--- src/rtl/uart_tx_peri.sv ---
// uart_tx_peri: memory-mapped UART transmitter (8N1) on the core's data bus.
//
// CPU stores to TXDATA push bytes into a small TX FIFO. A bit-timed FSM drains
// the FIFO and serialises each byte as an 8N1 frame on tx, LSB first. Loads
// return TX status or the baud divider combinationally, with no side effects.
//
// Register map (word offset A[4:2], A[1:0] ignored):
//   0 TXDATA   W: push WD[7:0]                      R: 0
//   1 STATUS   W: WD[3]=1 clears ovf                R: {24'b0, level[3:0], ovf, busy, empty, full}
//   2 BAUD_DIV W: WD[15:0]                          R: {16'b0, baud_div}
//   3..7       W: ignored                           R: 0
//
// Ports:
//   clk  in   1   system clock, all state on rising edge
//   rst  in   1   asynchronous, active-high reset
//   A    in   5   byte address from core
//   WD   in   32  store data
//   WE   in   1   store strobe
//   RD   out  32  load data, combinational from A and current state
//   tx   out  1   registered serial output, idles high
//
// Bit period is BAUD_DIV+1 clocks; a frame is 10 bit periods.

module uart_tx_peri #(
  parameter int unsigned FIFO_DEPTH  = 4,   // power of 2, 2..8
  parameter int unsigned DEFAULT_DIV = 867  // 115200 baud at 100 MHz
) (
  input  logic        clk,
  input  logic        rst,
  input  logic [4:0]  A,
  input  logic [31:0] WD,
  input  logic        WE,
  output logic [31:0] RD,
  output logic        tx
);

  localparam int unsigned PtrW       = (FIFO_DEPTH > 1) ? $clog2(FIFO_DEPTH) : 1;
  localparam logic [3:0]  DepthLvl   = 4'(FIFO_DEPTH);
  localparam logic [15:0] DefaultDiv = 16'(DEFAULT_DIV);

  localparam logic [2:0] OffTxData = 3'd0;
  localparam logic [2:0] OffStatus = 3'd1;
  localparam logic [2:0] OffBaud   = 3'd2;

  typedef enum logic [1:0] {
    StIdle,
    StStart,
    StData,
    StStop
  } state_e;

  // ---------------------------------------------------------------------------
  // Bus decode
  // ---------------------------------------------------------------------------
  logic [2:0] off;
  logic       unused_bus;

  assign off        = A[4:2];
  assign unused_bus = ^{A[1:0], WD[31:16]};

  // ---------------------------------------------------------------------------
  // State
  // ---------------------------------------------------------------------------
  state_e          state_q, state_d;
  logic [15:0]     cnt_q, cnt_d;
  logic [2:0]      bit_idx_q, bit_idx_d;
  logic [7:0]      shift_q, shift_d;
  logic            tx_q, tx_d;
  logic [15:0]     baud_q, baud_d;
  logic            ovf_q, ovf_d;
  logic [3:0]      level_q, level_d;
  logic [PtrW-1:0] wr_ptr_q, wr_ptr_d;
  logic [PtrW-1:0] rd_ptr_q, rd_ptr_d;
  logic [7:0]      fifo_q [FIFO_DEPTH];

  logic full, empty, busy;
  logic push, pop;
  logic bit_end;
  logic [7:0] fifo_head;

  assign full      = (level_q == DepthLvl);
  assign empty     = (level_q == 4'd0);
  assign busy      = (state_q != StIdle);
  assign bit_end   = (cnt_q == 16'd0);
  assign fifo_head = fifo_q[rd_ptr_q];

  // Full is judged on the pre-edge level, so a simultaneous pop never rescues a push.
  assign push = WE && (off == OffTxData) && !full;

  // ---------------------------------------------------------------------------
  // Control registers and FIFO bookkeeping
  // ---------------------------------------------------------------------------
  always_comb begin
    baud_d   = baud_q;
    ovf_d    = ovf_q;
    wr_ptr_d = wr_ptr_q;
    rd_ptr_d = rd_ptr_q;
    level_d  = level_q;

    if (WE && (off == OffBaud)) begin
      baud_d = WD[15:0];
    end

    if (WE && (off == OffTxData) && full) begin
      ovf_d = 1'b1;
    end else if (WE && (off == OffStatus) && WD[3]) begin
      ovf_d = 1'b0;
    end

    // Pointer width equals log2(depth), so the increment wraps naturally.
    if (push) begin
      wr_ptr_d = wr_ptr_q + 1'b1;
    end
    if (pop) begin
      rd_ptr_d = rd_ptr_q + 1'b1;
    end

    unique case ({push, pop})
      2'b10:   level_d = level_q + 4'd1;
      2'b01:   level_d = level_q - 4'd1;
      default: level_d = level_q;
    endcase
  end

  // ---------------------------------------------------------------------------
  // FSM next-state: bit timing, shift register and FIFO pop
  // ---------------------------------------------------------------------------
  always_comb begin
    state_d   = state_q;
    cnt_d     = cnt_q;
    bit_idx_d = bit_idx_q;
    shift_d   = shift_q;
    pop       = 1'b0;

    unique case (state_q)
      StIdle: begin
        if (!empty) begin
          pop     = 1'b1;
          shift_d = fifo_head;
          cnt_d   = baud_q;
          state_d = StStart;
        end
      end

      StStart: begin
        if (bit_end) begin
          cnt_d     = baud_q;
          bit_idx_d = 3'd0;
          state_d   = StData;
        end else begin
          cnt_d = cnt_q - 16'd1;
        end
      end

      StData: begin
        if (bit_end) begin
          cnt_d   = baud_q;
          shift_d = {1'b0, shift_q[7:1]};
          if (bit_idx_q == 3'd7) begin
            state_d = StStop;
          end else begin
            bit_idx_d = bit_idx_q + 3'd1;
          end
        end else begin
          cnt_d = cnt_q - 16'd1;
        end
      end

      StStop: begin
        if (bit_end) begin
          // Chain straight into the next frame when more data is queued.
          if (!empty) begin
            pop     = 1'b1;
            shift_d = fifo_head;
            cnt_d   = baud_q;
            state_d = StStart;
          end else begin
            state_d = StIdle;
          end
        end else begin
          cnt_d = cnt_q - 16'd1;
        end
      end

      default: begin
        state_d = StIdle;
      end
    endcase
  end

  // ---------------------------------------------------------------------------
  // FSM output: tx is registered from the next state so it changes on the
  // same edge that enters a state.
  // ---------------------------------------------------------------------------
  always_comb begin
    tx_d = 1'b1;
    unique case (state_d)
      StStart: tx_d = 1'b0;
      StData:  tx_d = shift_d[0];
      default: tx_d = 1'b1;
    endcase
  end

  // ---------------------------------------------------------------------------
  // State register
  // ---------------------------------------------------------------------------
  always_ff @(posedge clk or posedge rst) begin
    if (rst) begin
      state_q   <= StIdle;
      cnt_q     <= 16'd0;
      bit_idx_q <= 3'd0;
      shift_q   <= 8'd0;
      tx_q      <= 1'b1;
      baud_q    <= DefaultDiv;
      ovf_q     <= 1'b0;
      level_q   <= 4'd0;
      wr_ptr_q  <= '0;
      rd_ptr_q  <= '0;
    end else begin
      state_q   <= state_d;
      cnt_q     <= cnt_d;
      bit_idx_q <= bit_idx_d;
      shift_q   <= shift_d;
      tx_q      <= tx_d;
      baud_q    <= baud_d;
      ovf_q     <= ovf_d;
      level_q   <= level_d;
      wr_ptr_q  <= wr_ptr_d;
      rd_ptr_q  <= rd_ptr_d;
    end
  end

  // FIFO storage carries no reset; entries are only read when level says valid.
  always_ff @(posedge clk) begin
    if (push) begin
      fifo_q[wr_ptr_q] <= WD[7:0];
    end
  end

  assign tx = tx_q;

  // ---------------------------------------------------------------------------
  // Read mux
  // ---------------------------------------------------------------------------
  always_comb begin
    RD = 32'd0;
    case (off)
      OffStatus: RD = {24'd0, level_q, ovf_q, busy, empty, full};
      OffBaud:   RD = {16'd0, baud_q};
      default:   RD = 32'd0;
    endcase
  end

endmodule

--- config.mk ---
export PLATFORM = sky130hd
export DESIGN_NAME = uart_tx_peri
export DESIGN_NICKNAME = d
export VERILOG_FILES = /design/src/rtl/uart_tx_peri.sv
export SDC_FILE = /design/constraint.sdc
export NUM_CORES = 1
export LEC_CHECK = 0
export ABC_AREA = 1
export BUFFER_PORTS_ARGS = -buffer_cell sky130_fd_sc_hd__buf_2
export CORE_MARGIN = 3
export CORE_UTILIZATION = 50
export CTS_CLUSTER_SIZE = 16
export DETAILED_ROUTE_END_ITERATION = 8
export HOLD_SLACK_MARGIN = 0.05
export PLACE_DENSITY = 0.71
export SETUP_SLACK_MARGIN = 0.15
export SLEW_MARGIN = 15
export SYNTH_ARGS = -nofsm -noshare
export SYNTH_HDL_FRONTEND = slang
export SYNTH_SLANG_ARGS = --single-unit
--- constraint.sdc ---
create_clock -name clk -period 5.4 [get_ports clk]
set_input_delay 1.08 -clock clk [delete_from_list [all_inputs] [get_ports clk]]
set_output_delay 1.08 -clock clk [all_outputs]
set_load 0.1 [all_outputs]
==> out/summary.txt <==
Synth Area in Compound Gates = 15.4%
DRT Wirelength = 10600 um
Vert. Die Dim = 104 um
IO buf count = 38
multi-input combinational cell area = 2090 um^2
antenna cells = 0
vias per std cell = 5.24
CP max FO = 18
Comb pwr share = 28.8%
reg-to-reg slack, setup = 2.53 ns
area share of the largest cell type after synthesis = 24.9%
CTS tree = yes
Tmin final = 3.55 ns
CP Class = in -> out
DPL Wire Length = 7120 um
status = completed
VDD IR-drop max = 254 uV
residual antenna-violating net count after detailed routing = 0
All-Layer GR Usage = 20.1%
Clock Power Share = 24.0%
Crit. End Element = output pin
Clock H-tree levels = 3
#FFs+latches synth = 87
RSZ-0062 raised after global routing = no
Mapped Area = 4830 um^2
cts hold-fix bufs = 0
Post-Synthesis Cells = 573
first-pass iteration count of the detailed router = 5
number of global-route vias before repair = 3793
Post-Synth Adder-Cell Area = 4.15%
Net Sw Frac = 40.3%
f_max = 0.281 GHz
CTS root buf = clkbuf_8
CTS clk-pin slew, worst paths = 0.10 ns
Psw = 790 uW
Setup TNS = 0 ns
leakage = 0.00240 uW
max_cap viols = 0
FILL cells = 844
Max Used Layer = met4
fin. max-slew vios = 0
crit path DAT = 2.47 ns
Pwr Density = 372 nW/um^2
layout cell share with drive strength beyond 1 = 14.7%
cell breakdown of the critical path = buf_2, nor2_1, nand2_1, o22ai_1, buf_2
final net count = 663
slew of the pin with the lowest slew margin = 0.808 ns
Sink Count = 87
initial antenna violation count = 0
die width = 104 um
Layout area overhead = 9.07%
crit share post-route = 65.8%
count leader, synth = nand2_1
core area = 9330 um^2
slowest library cell on the worst path = buf_2
# DRC = 0
Congestion Overflow GR = 0
ranking of synthesized cells by area = dfrtp_1 (25%), edfxtp_1 (20%), nand2_1 (9.8%)
Initial Utilization = 51.7%
CP Data Required Time = 4.32 ns
post-synthesis mux area share = 0%
first-pass GRT wire length = 17900 um
hold path cells = 2
EDFF count, synth = 32
WL/cell = 14.3 um
# setup viols final = 0
Final Power = 1960 uW
largest net degree at the start of global routing = 56
CTS-repair resized insts = 0
synth cell count leaders = nand2_1 (126), o21ai_0 (77), inv_1 (60), nor2_1 (56), dfrtp_1 (48)
post-CTS setup repair buffer count = 0
Max clock buf depth = 2
main combinational cell family by area after synthesis = simple AND/OR/NAND/NOR gates
metal2 WL = 5020 um
sequential fraction of the synthesis area = 48.6%
Worst Hold Path EP = shift_q[0]
die area = 10900 um^2
Routability Congestion = 0.873
CP dominant cell by count = buf_2
Post-synth ARST share = 63.2%
Pint = 1170 uW
library cells used by synthesis = 36
Worst Path Buf+Inv = 2
Post-synth top flop = dfrtp_1
Yosys warnings = 0
total CTS buffers = 9
RR Startpoint = cnt_q[0]
Clock Skew = 0.0146 ns
Starting DRT DRC Count = 264
row count = 35
Hold Startpoint = shift_q[0]
Syn Area/Cell = 8.42 um^2
Clock Latency Late Sink = 0.38 ns
reg-to-reg critical path endpoint = level_q[2]
critical path's top delay family = buffers and inverters
sequential cell area = 2350 um^2
WL met3 = 433 um
WL met1 = 4990 um
DR vias = 3883
slowest stage delay, CP = 0.48 ns
Final Hold Viols = 0
Tightest Hold Check Type = reg -> reg
# IOs = 73
Synth Area in Simple Gates = 19.0%
Seq pwr share = 47.1%
Yosys top cell by area = dfrtp_1
Synth Area in XOR/XNOR = 3.45%
reg2reg path depth = 16
slew margin rel. = 45.9%
startpoint types = input pin
power groups by stage:
stage	Clock, uW	Sequential (uW)	Combinational, uW
2_1_floorplan	0	912	467
3_3_place_gp	0	929	534
3_5_place_dp	0	935	558
4_1_cts	477	923	560
5_1_grt	500	941	638
6_report	471	924	565
metal layers:
layer | track usage, % | up-vias
li1 | - | 1913
met1 | 27.3 | 1859
met2 | 32.5 | 98
met3 | 3.72 | 13
met4 | 6.74 | 0
met5 | 0 | -
cells in the final DEF, fill, tap and decap left out, drive strengths merged:
cell,n
clkbuf,9
o21ai,95
xnor2,3
nor2,66
a22oi,1
conb,16
nor4,1
edfxtp,32
clkinv,4
xor2,16
a21oi,13
inv,69
nand4,2
buf,41
nor3,5
o31ai,1
ha,16
o22ai,22
dfrtp,48
a22o,1
dfstp,7
o21bai,1
o211ai,2
nand2,130
nand3,11
state kept, by name, summed over array words and instances (netlist names):
register and cells:
baud_q 16, ovf_q 1, rd_ptr_q 2, shift_q 8, state_q 2, bit_idx_q 3
fifo_q 32, cnt_q 16, wr_ptr_q 2, tx 1, level_q 4
worst reg2reg max path, delay by kind of cell (launching register included):
kind	cells	cell delay, ns
and+or+nand+nor	6	0.64
adders and majority gates	3	0.61
AOI/OAI and AO/OA	3	0.51
DFF	1	0.41
buffers and inverters	3	0.40
xor gates and xnor gates	1	0.17
worst max path at each step:
stage / from / to / slack [ns] / cells after the start
after floorplan: A[2] / RD[3] / 0.87 / 3
after global routing: A[2] / RD[1] / 1.70 / 5
after CTS: A[2] / RD[1] / 1.85 / 5
final: A[2] / RD[2] / 1.85 / 5
after global placement: A[2] / RD[1] / 1.92 / 5
after detailed placement: A[2] / RD[1] / 1.85 / 5
through the flow:
| step | hold WS, ns | utilization (%) | cell area (um^2) | std cells | worst slack, ns |
|---|---|---|---|---|---|
| 5_1_grt | 0.533 | 56.4 | 5260 | 741 | 1.70 |
| 2_1_floorplan | 0.445 | - | 4880 | 588 | 0.869 |
| 6_report | 0.496 | 56.4 | 5260 | 741 | 1.85 |
| 3_5_place_dp | 0.473 | 54.2 | 5050 | 725 | 1.85 |
| 3_3_place_gp | 0.472 | 54.2 | 5050 | 725 | 1.92 |
| 4_1_cts | 0.503 | 56.4 | 5260 | 741 | 1.85 |
cell type report:
| type | instances | share of cell area, % |
|---|---|---|
| Timing Repair Buffer | 41 | 4.04 |
| Sequential cell | 87 | 44.6 |
| Clock inverter | 7 | 1.64 |
| Inverter | 66 | 4.71 |
| Multi-Input combinational cell | 402 | 39.6 |
| Tap cell | 129 | 3.07 |
| Clock buffer | 9 | 2.35 |
cells by family after synthesis:
group	count (synthesis)
compound gates	136
xor+xnor	19
fa+ha+maj	16
buf+inv	99
other cells	1
simple gates	215
flops	87
Note: power is estimated with default switching activity, not from simulation.
